## config.mk

```make
export PLATFORM = sky130hd
export DESIGN_NAME = execute_cycle
export DESIGN_NICKNAME = d
export VERILOG_FILES = /design/src/rtl/execute_cycle_pkg.sv /design/src/rtl/execute_cycle_alu.sv /design/src/rtl/execute_cycle.sv
export SDC_FILE = /design/constraint.sdc
export NUM_CORES = 1
export LEC_CHECK = 0
export CORE_MARGIN = 1
export CORE_UTILIZATION = 47
export DETAILED_ROUTE_END_ITERATION = 8
export PLACE_DENSITY = 0.83
export SYNTH_ARGS = -nofsm -noshare
export SYNTH_HDL_FRONTEND = slang
export SYNTH_HIERARCHICAL = 1
export SYNTH_SLANG_ARGS = --single-unit
```

## constraint.sdc

```tcl
create_clock -name clk -period 7.6 [get_ports clk]
set_clock_uncertainty 0.2 [all_clocks]
set_input_delay 1.14 -clock clk [delete_from_list [all_inputs] [get_ports clk]]
set_output_delay 1.14 -clock clk [all_outputs]
set_load 0.005 [all_outputs]
```

## src/rtl/execute_cycle_pkg.sv

```systemverilog
// execute_cycle_pkg
//   Shared definitions for the execute stage: datapath widths, ALU operation
//   codes and forwarding-select codes. Imported by execute_cycle and ex_alu.
package execute_cycle_pkg;

    localparam int XLEN  = 32;
    localparam int REG_W = 5;

    typedef enum logic [2:0] {
        ALU_ADD = 3'b000,
        ALU_SUB = 3'b001,
        ALU_AND = 3'b010,
        ALU_OR  = 3'b011,
        ALU_SLT = 3'b101
    } alu_op_e;

    typedef enum logic [1:0] {
        FWD_REG = 2'b00,
        FWD_WB  = 2'b01,
        FWD_MEM = 2'b10
    } fwd_sel_e;

endpackage

```

## src/rtl/execute_cycle_alu.sv

```systemverilog
// ex_alu
//   Combinational 32-bit ALU for the execute stage.
//   Ports:
//     A, B        in  32  operands
//     ALUControl  in  3   operation (add, sub, and, or, signed slt; others -> 0)
//     Result      out 32  result modulo 2^32
//     Zero        out 1   Result == 0
module ex_alu
    import execute_cycle_pkg::*;
(
    input  logic [XLEN-1:0] A,
    input  logic [XLEN-1:0] B,
    input  logic [2:0]      ALUControl,
    output logic [XLEN-1:0] Result,
    output logic            Zero
);

    always_comb begin
        Result = '0;
        case (ALUControl)
            ALU_ADD: Result = A + B;
            ALU_SUB: Result = A - B;
            ALU_AND: Result = A & B;
            ALU_OR:  Result = A | B;
            ALU_SLT: Result = {{(XLEN-1){1'b0}}, ($signed(A) < $signed(B))};
            default: Result = '0;
        endcase
    end

    assign Zero = (Result == '0);

endmodule

```

## src/rtl/execute_cycle.sv

```systemverilog
// execute_cycle
//   Execute stage of a 5-stage pipeline: operand forwarding muxes, ALU,
//   branch resolution and the EX/MEM pipeline register.
//   Build option: define EXECUTE_FWD_EN to enable the forwarding muxes;
//   without it ForwardAE/ForwardBE/ResultW are ignored and the register
//   file operands are used directly (ports stay present).
//   Ports:
//     clk, rst                 clock, async active-low reset
//     RegWriteE..ALUSrcE       ID/EX control bits
//     ALUControlE              ALU operation
//     RD1_E, RD2_E, Imm_Ext_E  operands and immediate
//     PCE, PCPlus4E            PC and PC+4 of the instruction in execute
//     RS1_E, RS2_E, RD_E       register indices
//     ResultW                  writeback result for forwarding
//     ForwardAE, ForwardBE     operand selects (00 reg, 01 WB, 10 MEM)
//     FlushE                   kill the instruction in execute
//     PCSrcE, PCTargetE        branch taken / target (combinational)
//     RegWriteM..PCPlus4M      EX/MEM register outputs
module execute_cycle
    import execute_cycle_pkg::*;
(
    input  logic             clk,
    input  logic             rst,
    input  logic             RegWriteE,
    input  logic             MemWriteE,
    input  logic             ResultSrcE,
    input  logic             BranchE,
    input  logic             ALUSrcE,
    input  logic [2:0]       ALUControlE,
    input  logic [XLEN-1:0]  RD1_E,
    input  logic [XLEN-1:0]  RD2_E,
    input  logic [XLEN-1:0]  Imm_Ext_E,
    input  logic [XLEN-1:0]  PCE,
    input  logic [XLEN-1:0]  PCPlus4E,
    input  logic [REG_W-1:0] RS1_E,
    input  logic [REG_W-1:0] RS2_E,
    input  logic [REG_W-1:0] RD_E,
    input  logic [XLEN-1:0]  ResultW,
    input  logic [1:0]       ForwardAE,
    input  logic [1:0]       ForwardBE,
    input  logic             FlushE,
    output logic             PCSrcE,
    output logic [XLEN-1:0]  PCTargetE,
    output logic             RegWriteM,
    output logic             MemWriteM,
    output logic             ResultSrcM,
    output logic [REG_W-1:0] RD_M,
    output logic [XLEN-1:0]  ALUResultM,
    output logic [XLEN-1:0]  WriteDataM,
    output logic [XLEN-1:0]  PCPlus4M
);

    logic [XLEN-1:0] src_a;
    logic [XLEN-1:0] fwd_b;
    logic [XLEN-1:0] src_b;
    logic [XLEN-1:0] alu_result;
    logic            alu_zero;

    // Hazard unit indices are consumed upstream; kept for interface symmetry.
    logic unused_idx;
    assign unused_idx = ^{RS1_E, RS2_E};

`ifdef EXECUTE_FWD_EN
    // ALUResultM is the pre-edge registered value, so a dependent op issued
    // right behind its producer picks up the fresh result without a stall.
    always_comb begin
        src_a = RD1_E;
        case (ForwardAE)
            FWD_WB:  src_a = ResultW;
            FWD_MEM: src_a = ALUResultM;
            default: src_a = RD1_E;
        endcase
    end

    always_comb begin
        fwd_b = RD2_E;
        case (ForwardBE)
            FWD_WB:  fwd_b = ResultW;
            FWD_MEM: fwd_b = ALUResultM;
            default: fwd_b = RD2_E;
        endcase
    end
`else
    logic unused_fwd;
    assign unused_fwd = ^{ForwardAE, ForwardBE, ResultW};

    assign src_a = RD1_E;
    assign fwd_b = RD2_E;
`endif

    assign src_b = ALUSrcE ? Imm_Ext_E : fwd_b;

    ex_alu u_alu (
        .A          (src_a),
        .B          (src_b),
        .ALUControl (ALUControlE),
        .Result     (alu_result),
        .Zero       (alu_zero)
    );

    assign PCTargetE = PCE + Imm_Ext_E;
    assign PCSrcE    = BranchE & alu_zero & ~FlushE;

    // A flushed instruction still moves its data through; only the
    // architectural side effects (register/memory writes) are squashed.
    always_ff @(posedge clk or negedge rst) begin
        if (!rst) begin
            RegWriteM  <= 1'b0;
            MemWriteM  <= 1'b0;
            ResultSrcM <= 1'b0;
            RD_M       <= '0;
            ALUResultM <= '0;
            WriteDataM <= '0;
            PCPlus4M   <= '0;
        end else begin
            RegWriteM  <= RegWriteE & ~FlushE;
            MemWriteM  <= MemWriteE & ~FlushE;
            ResultSrcM <= ResultSrcE;
            RD_M       <= RD_E;
            ALUResultM <= alu_result;
            WriteDataM <= fwd_b;
            PCPlus4M   <= PCPlus4E;
        end
    end

endmodule

```

==> results of run 1 <==
routing by layer:
layer | track usage (%) | vias up | part of all wire (%)
met3 | 6.59 | 125 | 9.7
met1 | 42.6 | 5137 | 39
met4 | 15.2 | 0 | 4.8
li1 | - | 5070 | -
met5 | 0 | - | 0
met2 | 55.4 | 690 | 46
power groups by stage:
| stage | clock network, mW | logic (mW) | registers (mW) |
|---|---|---|---|
| final | 0.480 | 1.06 | 0.613 |
| after CTS | 0.487 | 1.03 | 0.613 |
| after floorplan | 0 | 0.519 | 0.630 |
| after detailed placement | 0 | 1.03 | 0.624 |
| after global placement | 0 | 1.01 | 0.622 |
| after global routing | 0.506 | 1.13 | 0.616 |
metrics by stage:
| stage | hold WS [ns] | instances |
|---|---|---|
| 2_1_floorplan | 0.644 | 1211 |
| 3_3_place_gp | 0.994 | 1810 |
| 3_5_place_dp | 1.01 | 1810 |
| 4_1_cts | 0.613 | 1826 |
| 5_1_grt | 0.638 | 1826 |
| 6_report | 0.592 | 1827 |
timing repair:
item | in CTS | in global routing
buffers inserted | 0 | 0
endpoints found under the setup margin | 1 | 1
hold endpoints to repair | 0 | 0
gates resized for setup | 2 | 8
synth_stat cells, drive strengths merged (8+ instances only):
master	number
a211oi	20
a21o	28
a21oi	98
a221oi	11
a31o	8
a31oi	13
and2	10
and3	8
clkbuf	52
dfrtp	104
ha	138
inv	108
mux2	35
nand2	65
nand2b	16
nand3	29
nand4	18
nor2	109
nor2b	24
nor3	24
nor4	10
o211ai	18
o21a	9
o21ai	57
o21bai	8
o31ai	15
xnor2	27
xor2	15
final cells by class:
| class | instances | area, µm² |
|---|---|---|
| Multi-Input combinational cell | 941 | 7040 |
| Fill cell | 1695 | 6880 |
| Timing Repair Buffer | 382 | 3660 |
| Sequential cell | 104 | 2600 |
| Inverter | 108 | 405 |
| Tap cell | 275 | 344 |
| Clock buffer | 10 | 229 |
| Clock inverter | 6 | 57.6 |
| Antenna cell | 1 | 2.50 |
registers in the layout, summed over array words and instances (netlist names):
name        cells
WriteDataM     32
ResultSrcM      1
RegWriteM       1
RD_M            5
MemWriteM       1
ALUResultM     32
PCPlus4M       32
critical path: stages:
cell                              delay, ns
sky130_fd_sc_hd__clkdlybuf4s50_1       0.48
sky130_fd_sc_hd__mux2_2                0.36
sky130_fd_sc_hd__inv_1                 0.09
sky130_fd_sc_hd__ha_1                  0.26
sky130_fd_sc_hd__or4_4                 0.54
sky130_fd_sc_hd__or4_4                 0.52
sky130_fd_sc_hd__nor2_4                0.15
sky130_fd_sc_hd__nor2_2                0.08
sky130_fd_sc_hd__o211a_1               0.24
sky130_fd_sc_hd__o211ai_1              0.32
sky130_fd_sc_hd__nand4b_1              0.22
sky130_fd_sc_hd__nor4_4                0.38
sky130_fd_sc_hd__nand4b_1              0.16
sky130_fd_sc_hd__nor4_1                0.20
sky130_fd_sc_hd__and4b_1               0.27
sky130_fd_sc_hd__nand2_1               0.06
sky130_fd_sc_hd__nor2_1                0.09
sky130_fd_sc_hd__clkdlybuf4s50_1       0.51
final timing paths:
check	from	endpoint	cells after the start
worst max-delay path	RD2_E[11]	PCSrcE	18
worst min-delay path	rst	ALUResultM[21]	1
max in group asynchronous	rst	ALUResultM[27]	2
min in group clk	RD_E[0]	RD_M[0]	1
kinds of logic after synthesis:
logic type	share of synthesized area, %
compound gates	25.9
simple gates	17.3
buf+inv	6.23
fa+ha+maj	17.4
flops	25.4
xor+xnor	3.59
mux	4.16
==> tab_implementation.tex, run 1 <==
\begin{tabular}{lr}
\hline
Metric & Value \\
\hline
\multicolumn{2}{l}{\textbf{Clock tree}} \\
\quad Clock tree from TritonCTS & yes \\
\quad Longest Clk Path Bufs & 2 \\
\quad Hold buffer count at CTS & 0 \\
\quad CTS H-tree depth & 3 \\
\quad CTS root buffer & sky130\_fd\_sc\_hd\_\_clkbuf\_16 \\
\quad CTS Buf Count & 9 \\
\quad Sink count of the clock tree & 104 \\
\quad Clock Pin Slew Worst Setup and Hold Paths & $\sim$0.090 ns \\
\multicolumn{2}{l}{\textbf{Floorplan}} \\
\quad Number of placed I/O pins & between 300 and 400 \\
\quad Standard-cell row count & 53 \\
\quad Die Y-Extent & about 150 µm \\
\quad Core Region & 21,200 µm² \\
\quad Die Area & 22,400 µm² \\
\quad Die X-Extent & between 100 and 150 µm \\
\quad Starting density of the core & 48.3\% \\
\multicolumn{2}{l}{\textbf{Logic synthesis}} \\
\quad Top post-synthesis cells by area & sky130\_fd\_sc\_hd\_\_dfrtp\_1 (25\%), sky130\_fd\_sc\_hd\_\_ha\_1 (17\%), sky130\_fd\_sc\_hd\_\_a21oi\_1 (4.8\%) \\
\quad Top cell type's share of synthesized area & 25.4\% \\
\quad Dominant cell type by area after synthesis & sky130\_fd\_sc\_hd\_\_dfrtp\_1 \\
\quad Count of state elements after synthesis & around 100 \\
\quad YS warnings & 6 \\
\quad Most instantiated flip-flop cell in the synthesis netlist & sky130\_fd\_sc\_hd\_\_dfrtp\_1 \\
\quad Syn Nets & about 1,600 \\
\quad Number of synthesized flops with an enable pin & 0 \\
\quad Sequential cell area fraction in the yosys report & between 20\% and 30\% \\
\quad Fraction of registers with async set or reset after synthesis & 100\% \\
\quad Summed instance area of the synthesized netlist & 10,200 µm² \\
\quad Syn Inst Count & $\sim$1,200 \\
\quad Synth unique cells & 94 \\
\quad Post-synthesis average cell area & 8.46 µm² \\
\multicolumn{2}{l}{\textbf{GRT}} \\
\quad Antenna violations before repair & 0 \\
\quad Total grt overflow & 0 \\
\quad Global-route wire length before repair & around 58,000 µm \\
\quad Via count of the first global-routing pass & $\sim$11,000 \\
\quad GR Util All Layers & about a third \\
\quad Largest net degree at the start of global routing & between 60 and 70 \\
\multicolumn{2}{l}{\textbf{Drt}} \\
\quad Routed wire length & 38,700 µm \\
\quad Vias after detailed routing & between 10,000 and 15,000 \\
\quad DRC Markers & 0 \\
\quad Violation count after the first detailed-route iteration & $\sim$1,000 \\
\quad Vias per Instance & 6.03 \\
\quad Mean routed wirelength per cell & between 20 and 25 µm \\
\quad Iteration count of the initial detailed-routing pass & 6 \\
\quad ANT nets after route & 0 \\
\multicolumn{2}{l}{\textbf{Run}} \\
\quad Count of max-cap constraint violations & 0 \\
\multicolumn{2}{l}{\textbf{STA}} \\
\quad Max Clk Rate & $\sim$130 MHz \\
\quad Unrepaired setup endpoints after global routing & no \\
\quad Fin crit share & 97.5\% \\
\quad Total negative slack & 0 ns \\
\quad Final count of pins violating max slew & 0 \\
\quad Final critical delay including setup and external delays & about 7.4 ns \\
\quad Setup Viol. Count Final & 0 \\
\quad Worst-margin pin slew & $\sim$0.86 ns \\
\quad Hold Violations, Final & 0 \\
\quad Relative slew slack & 41.8\% \\
\quad Fin worst setup slack & between 0.15 and 0.2 ns \\
\multicolumn{2}{l}{\textbf{Pwr}} \\
\quad Clock power share & 22.3\% \\
\quad Power, Total & $\sim$2.1 mW \\
\quad Pleak & 6.34 nW \\
\quad Reported net switching power & between 0.8 and 0.9 mW \\
\quad Portion of total power attributed to combinational logic & 49.2\% \\
\quad Switching part of the total & 37.6\% \\
\quad Cell internal power dissipation & approximately 1.3 mW \\
\quad Worst ir drop on vdd & 0.000103 V \\
\quad Cell area power density & 150 nW/µm² \\
\quad Part of the total power dissipated in sequential elements & between 20\% and 30\% \\
\multicolumn{2}{l}{\textbf{Worst setup path}} \\
\quad Crit-path max FO & 3 \\
\quad Startpoint types & input port \\
\quad Required time of the critical path & between 6 and 7 ns \\
\quad Arrival time at the worst endpoint & roughly 6.1 ns \\
\quad Class of the most critical setup path & in -> out \\
\quad Capturing element type of the critical path & output port \\
\multicolumn{2}{l}{\textbf{Layout}} \\
\quad Nets & 1,909 \\
\quad Final core occ & between 60\% and 70\% \\
\quad Commonest cells after routing, fill and taps aside & sky130\_fd\_sc\_hd\_\_clkdlybuf4s50\_1 (310), sky130\_fd\_sc\_hd\_\_ha\_1 (138), sky130\_fd\_sc\_hd\_\_inv\_1 (108), sky130\_fd\_sc\_hd\_\_nor2\_1 (106), sky130\_fd\_sc\_hd\_\_dfrtp\_1 (104) \\
\quad Most common cell after layout, fill and taps aside & sky130\_fd\_sc\_hd\_\_clkdlybuf4s50\_1 \\
\quad Fraction of final layout cells with drive strength greater than 1 & roughly 11\% \\
\quad Post-layout instance area & between 10,000 and 15,000 µm² \\
\quad P\&R area growth vs syn & 40.0\% \\
\multicolumn{2}{l}{\textbf{Hold path}} \\
\quad Class of the most critical hold timing path & in -> async \\
\multicolumn{2}{l}{\textbf{Placed design}} \\
\quad Post-Place Setup Slack & -0.0684 ns \\
\quad RePlAce Congestion & about 0.99 \\
\quad Count of port buffers added during placement & $\sim$310 \\
\quad Area after detailed placement & 14,000 µm² \\
\quad Final HPWL from detailed placement & 31,600 µm \\
\multicolumn{2}{l}{\textbf{Status}} \\
\quad Status & finished, final reports clean \\
\hline
\end{tabular}
No activity file was read; power rests on OpenSTA's default activity.
==> run 2, diff against run 1 <==
- CTS_CLUSTER_DIAMETER: not set -> 40
==> results of run 2 <==
The final DEF is identical to that of run 1; final timing and power are the same.
==> run 3, diff against run 2 <==
--- a/config.mk
+++ b/config.mk
@@ -11,3 +11,3 @@
 export DETAILED_ROUTE_END_ITERATION = 8
-export PLACE_DENSITY = 0.83
+export PLACE_DENSITY = 0.89
 export SYNTH_ARGS = -nofsm -noshare
==> constraint.sdc (replaced) <==
create_clock -name clk -period 7.6 [get_ports clk]
set_clock_uncertainty 0.2 [all_clocks]
set_input_delay 1.52 -clock clk [delete_from_list [all_inputs] [get_ports clk]]
set_output_delay 1.52 -clock clk [all_outputs]
set_load 0.005 [all_outputs]
==> run 3 against run 2 <==
  * Setup slack lost 0.14 ns
  * Hold slack better by 0.42 ns
  * Cell count up 14%
  * Die area did not move
==> tab_implementation.tex, run 3 (synthesis results as in run 1) <==
\begin{tabular}{lr}
\hline
Metric & Value \\
\hline
\multicolumn{2}{l}{\textbf{Worst setup path}} \\
\quad Class of the most critical setup path & in -> out (unchanged) \\
\quad Peak per-stage delay on the critical path & 0.50 ns (was 0.54 ns) \\
\quad Startpoint types & input port (unchanged) \\
\quad Capturing element type of the critical path & output port (unchanged) \\
\quad Cells along the critical path & dlygate4sd2\_1 > mux2\_4 > inv\_2 > ha\_4 > or4\_4 > or4\_4 > nor2\_4 > buf\_6 > o2bb2ai\_4 > a221o\_1 > o21ai\_2 > nand4b\_1 > nor4\_4 > nand4b\_1 > nor4\_2 > and4b\_1 > nand2\_1 > nor2\_2 > buf\_2 (was clkdlybuf4s50\_1 > mux2\_2 > inv\_1 > ha\_1 > or4\_4 > or4\_4 > nor2\_4 > nor2\_2 > o211a\_1 > o211ai\_1 > nand4b\_1 > nor4\_4 > nand4b\_1 > nor4\_1 > and4b\_1 > nand2\_1 > nor2\_1 > clkdlybuf4s50\_1) \\
\quad Crit-path slowest cell & sky130\_fd\_sc\_hd\_\_or4\_4 (unchanged) \\
\quad CP Launch Point & RD2\_E[8] (was RD2\_E[11]) \\
\quad Crit-path max FO & 4 (was 3) \\
\quad Capture point of the worst path & PCSrcE (unchanged) \\
\quad Required time of the critical path & 5.88 ns (was 6.26 ns) \\
\quad Arrival time at the worst endpoint & 5.84 ns (was 6.07 ns) \\
\multicolumn{2}{l}{\textbf{GRT}} \\
\quad Via count of the first global-routing pass & 12,000 (was 10,600) \\
\quad GR Util All Layers & 38.6\% (was 33.7\%) \\
\quad Largest net degree at the start of global routing & 57 (was 61) \\
\quad Total grt overflow & 0 (unchanged) \\
\quad Antenna violations before repair & 1 (was 0) \\
\quad Global-route wire length before repair & 66,200 µm (was 58,000 µm) \\
\multicolumn{2}{l}{\textbf{Clock tree}} \\
\quad Hold buffer count at CTS & 0 (unchanged) \\
\quad CTS H-tree depth & 3 (unchanged) \\
\quad CTS Buf Count & 9 (unchanged) \\
\quad Clock Pin Slew Worst Setup and Hold Paths & 0.08 ns (was 0.09 ns) \\
\quad CTS root buffer & sky130\_fd\_sc\_hd\_\_clkbuf\_16 (unchanged) \\
\quad Sink count of the clock tree & 104 (unchanged) \\
\quad Clock tree from TritonCTS & yes (unchanged) \\
\quad Longest Clk Path Bufs & 2 (unchanged) \\
\multicolumn{2}{l}{\textbf{Layout}} \\
\quad Most common cell after layout, fill and taps aside & sky130\_fd\_sc\_hd\_\_buf\_4 (was sky130\_fd\_sc\_hd\_\_clkdlybuf4s50\_1) \\
\quad Number of filler cells placed in the layout & 1,404 (was 1,695) \\
\quad Storage cell area & 2600 µm² (unchanged) \\
\quad Fraction of final layout cells with drive strength greater than 1 & 25.3\% (was 10.7\%) \\
\quad P\&R area growth vs syn & 60.9\% (was 40.0\%) \\
\quad Commonest cells after routing, fill and taps aside & sky130\_fd\_sc\_hd\_\_buf\_4 (316), sky130\_fd\_sc\_hd\_\_clkdlybuf4s50\_1 (297), sky130\_fd\_sc\_hd\_\_ha\_1 (129), sky130\_fd\_sc\_hd\_\_nor2\_1 (105), sky130\_fd\_sc\_hd\_\_dfrtp\_1 (104) (was sky130\_fd\_sc\_hd\_\_clkdlybuf4s50\_1 (310), sky130\_fd\_sc\_hd\_\_ha\_1 (138), sky130\_fd\_sc\_hd\_\_inv\_1 (108), sky130\_fd\_sc\_hd\_\_nor2\_1 (106), sky130\_fd\_sc\_hd\_\_dfrtp\_1 (104)) \\
\quad Registers with the highest flip-flop counts & ALUResultM (32), PCPlus4M (32), WriteDataM (32) (unchanged) \\
\quad Nets & 2,156 (was 1,909) \\
\quad Final std cells w/o fill & 2,074 (was 1,827) \\
\quad Total area of multi-input combinational cells & 7340 µm² (was 7040 µm²) \\
\multicolumn{2}{l}{\textbf{STA}} \\
\quad Hold Violations, Final & 0 (unchanged) \\
\quad Fin worst setup slack & 0.0441 ns (was 0.188 ns) \\
\quad Final critical delay including setup and external delays & 7.56 ns (was 7.41 ns) \\
\quad Setup Viol. Count Final & 0 (unchanged) \\
\quad Max Clk Rate & 132 MHz (was 135 MHz) \\
\quad Fin crit share & 99.4\% (was 97.5\%) \\
\quad Worst-margin pin slew & 0.722 ns (was 0.862 ns) \\
\quad Final count of pins violating max slew & 0 (unchanged) \\
\quad Relative slew slack & 51.9\% (was 41.8\%) \\
\multicolumn{2}{l}{\textbf{Floorplan}} \\
\quad Starting density of the core & 48.3\% (unchanged) \\
\quad Number of placed I/O pins & 359 (unchanged) \\
\quad Die Y-Extent & 150 µm (unchanged) \\
\quad Die X-Extent & 150 µm (unchanged) \\
\quad Core Region & 21,200 µm² (unchanged) \\
\quad Die Area & 22,400 µm² (unchanged) \\
\quad Standard-cell row count & 53 (unchanged) \\
\multicolumn{2}{l}{\textbf{Pwr}} \\
\quad Cell area power density & 145 nW/µm² (was 150 nW/µm²) \\
\quad Worst ir drop on vdd & 0.000102 V (was 0.000103 V) \\
\quad Pleak & 7.64 nW (was 6.34 nW) \\
\multicolumn{2}{l}{\textbf{Placed design}} \\
\quad RePlAce Congestion & 1.00 (was 0.993) \\
\quad Count of port buffers added during placement & 312 (unchanged) \\
\quad Post-Place Setup Slack & -0.711 ns (was -0.0684 ns) \\
\quad Final HPWL from detailed placement & 36,200 µm (was 31,600 µm) \\
\quad Cell count after placement & 2,049 (was 1,810) \\
\multicolumn{2}{l}{\textbf{Drt}} \\
\quad Iteration count of the initial detailed-routing pass & 6 (unchanged) \\
\quad Vias per Instance & 6.00 (was 6.03) \\
\quad ANT nets after route & 0 (unchanged) \\
\quad Mean routed wirelength per cell & 21.6 µm (was 21.2 µm) \\
\quad Routed wire length & 44,900 µm (was 38,700 µm) \\
\quad DRC Markers & 0 (unchanged) \\
\quad Vias after detailed routing & 12,400 (was 11,000) \\
\quad Violation count after the first detailed-route iteration & 1,223 (was 1,049) \\
\multicolumn{2}{l}{\textbf{Run}} \\
\quad Count of max-cap constraint violations & 0 (unchanged) \\
\multicolumn{2}{l}{\textbf{Hold path}} \\
\quad Class of the most critical hold timing path & in -> async (unchanged) \\
\multicolumn{2}{l}{\textbf{Status}} \\
\quad Status & finished, final reports clean (unchanged) \\
\hline
\end{tabular}
run 3: layer usage:
metal | track usage, % | up-vias | part of all wire [%]
li1 | - | 5570 | -
met1 | 49.1 | 5867 | 39
met2 | 64.9 | 821 | 47
met3 | 6.16 | 185 | 9.8
met4 | 15.2 | 0 | 5.0
met5 | 0 | - | 0
run 3: stage by stage:
stage	TNS, ns	power, mW	hold slack (ns)	util [%]	cell area, µm²
final	0	2.40	1.01	77.7	16500
after global routing	-0.142	2.50	1.04	77.7	16500
after CTS	0	2.33	1.02	76.4	16200
after detailed placement	-0.711	1.84	1.41	74.5	15800
after global placement	-0.580	1.80	1.39	74.5	15800
after floorplan	0	1.15	1.02	-	10200
run 3: layout make-up:
class                      count  share of cell area (%)
sequential                   104                    15.8
tap                          275                    2.09
timing repair buffer         629                    33.3
clock buffer                   9                    1.37
multi-input combinational    941                    44.5
clock inverter                 7                   0.440
inverter                     108                    2.49
antenna                        1                  0.0152
run 3: repair_timing:
action / in CTS / in global routing
setup endpoints to repair: 1 / 1
setup buffers: 2 / 7
pin swaps: 14 / 25
cloned: 0 / 0
gates resized for setup: 47 / 51
run 3: power breakdown:
| part | internal, mW | leakage (nW) | switching (mW) | total [mW] |
|---|---|---|---|---|
| combinational | 0.670 | 6.25 | 0.632 | 1.30 |
| clock | 0.233 | 0.147 | 0.247 | 0.480 |
| sequential | 0.599 | 1.24 | 0.0155 | 0.615 |
| total | 1.50 | 7.64 | 0.895 | 2.40 |
run 3: worst min path at each step:
stage / start / end / slack (ns) / depth (start not counted)
global route: rst / ALUResultM[17] / 1.04 / 1
floorplan: rst / ALUResultM[0] / 1.02 / 0
finish: rst / ALUResultM[16] / 1.01 / 1
CTS: rst / ALUResultM[16] / 1.02 / 1
global placement: rst / ALUResultM[27] / 1.39 / 1
detailed placement: rst / ALUResultM[27] / 1.41 / 1
run 3: critical path, delay by kind of cell:
kind | cells | cell delay [ns]
compound gates | 3 | 0.52
fa+ha+maj | 1 | 0.19
buf+inv | 4 | 0.61
mux | 1 | 0.32
simple gates | 10 | 2.64
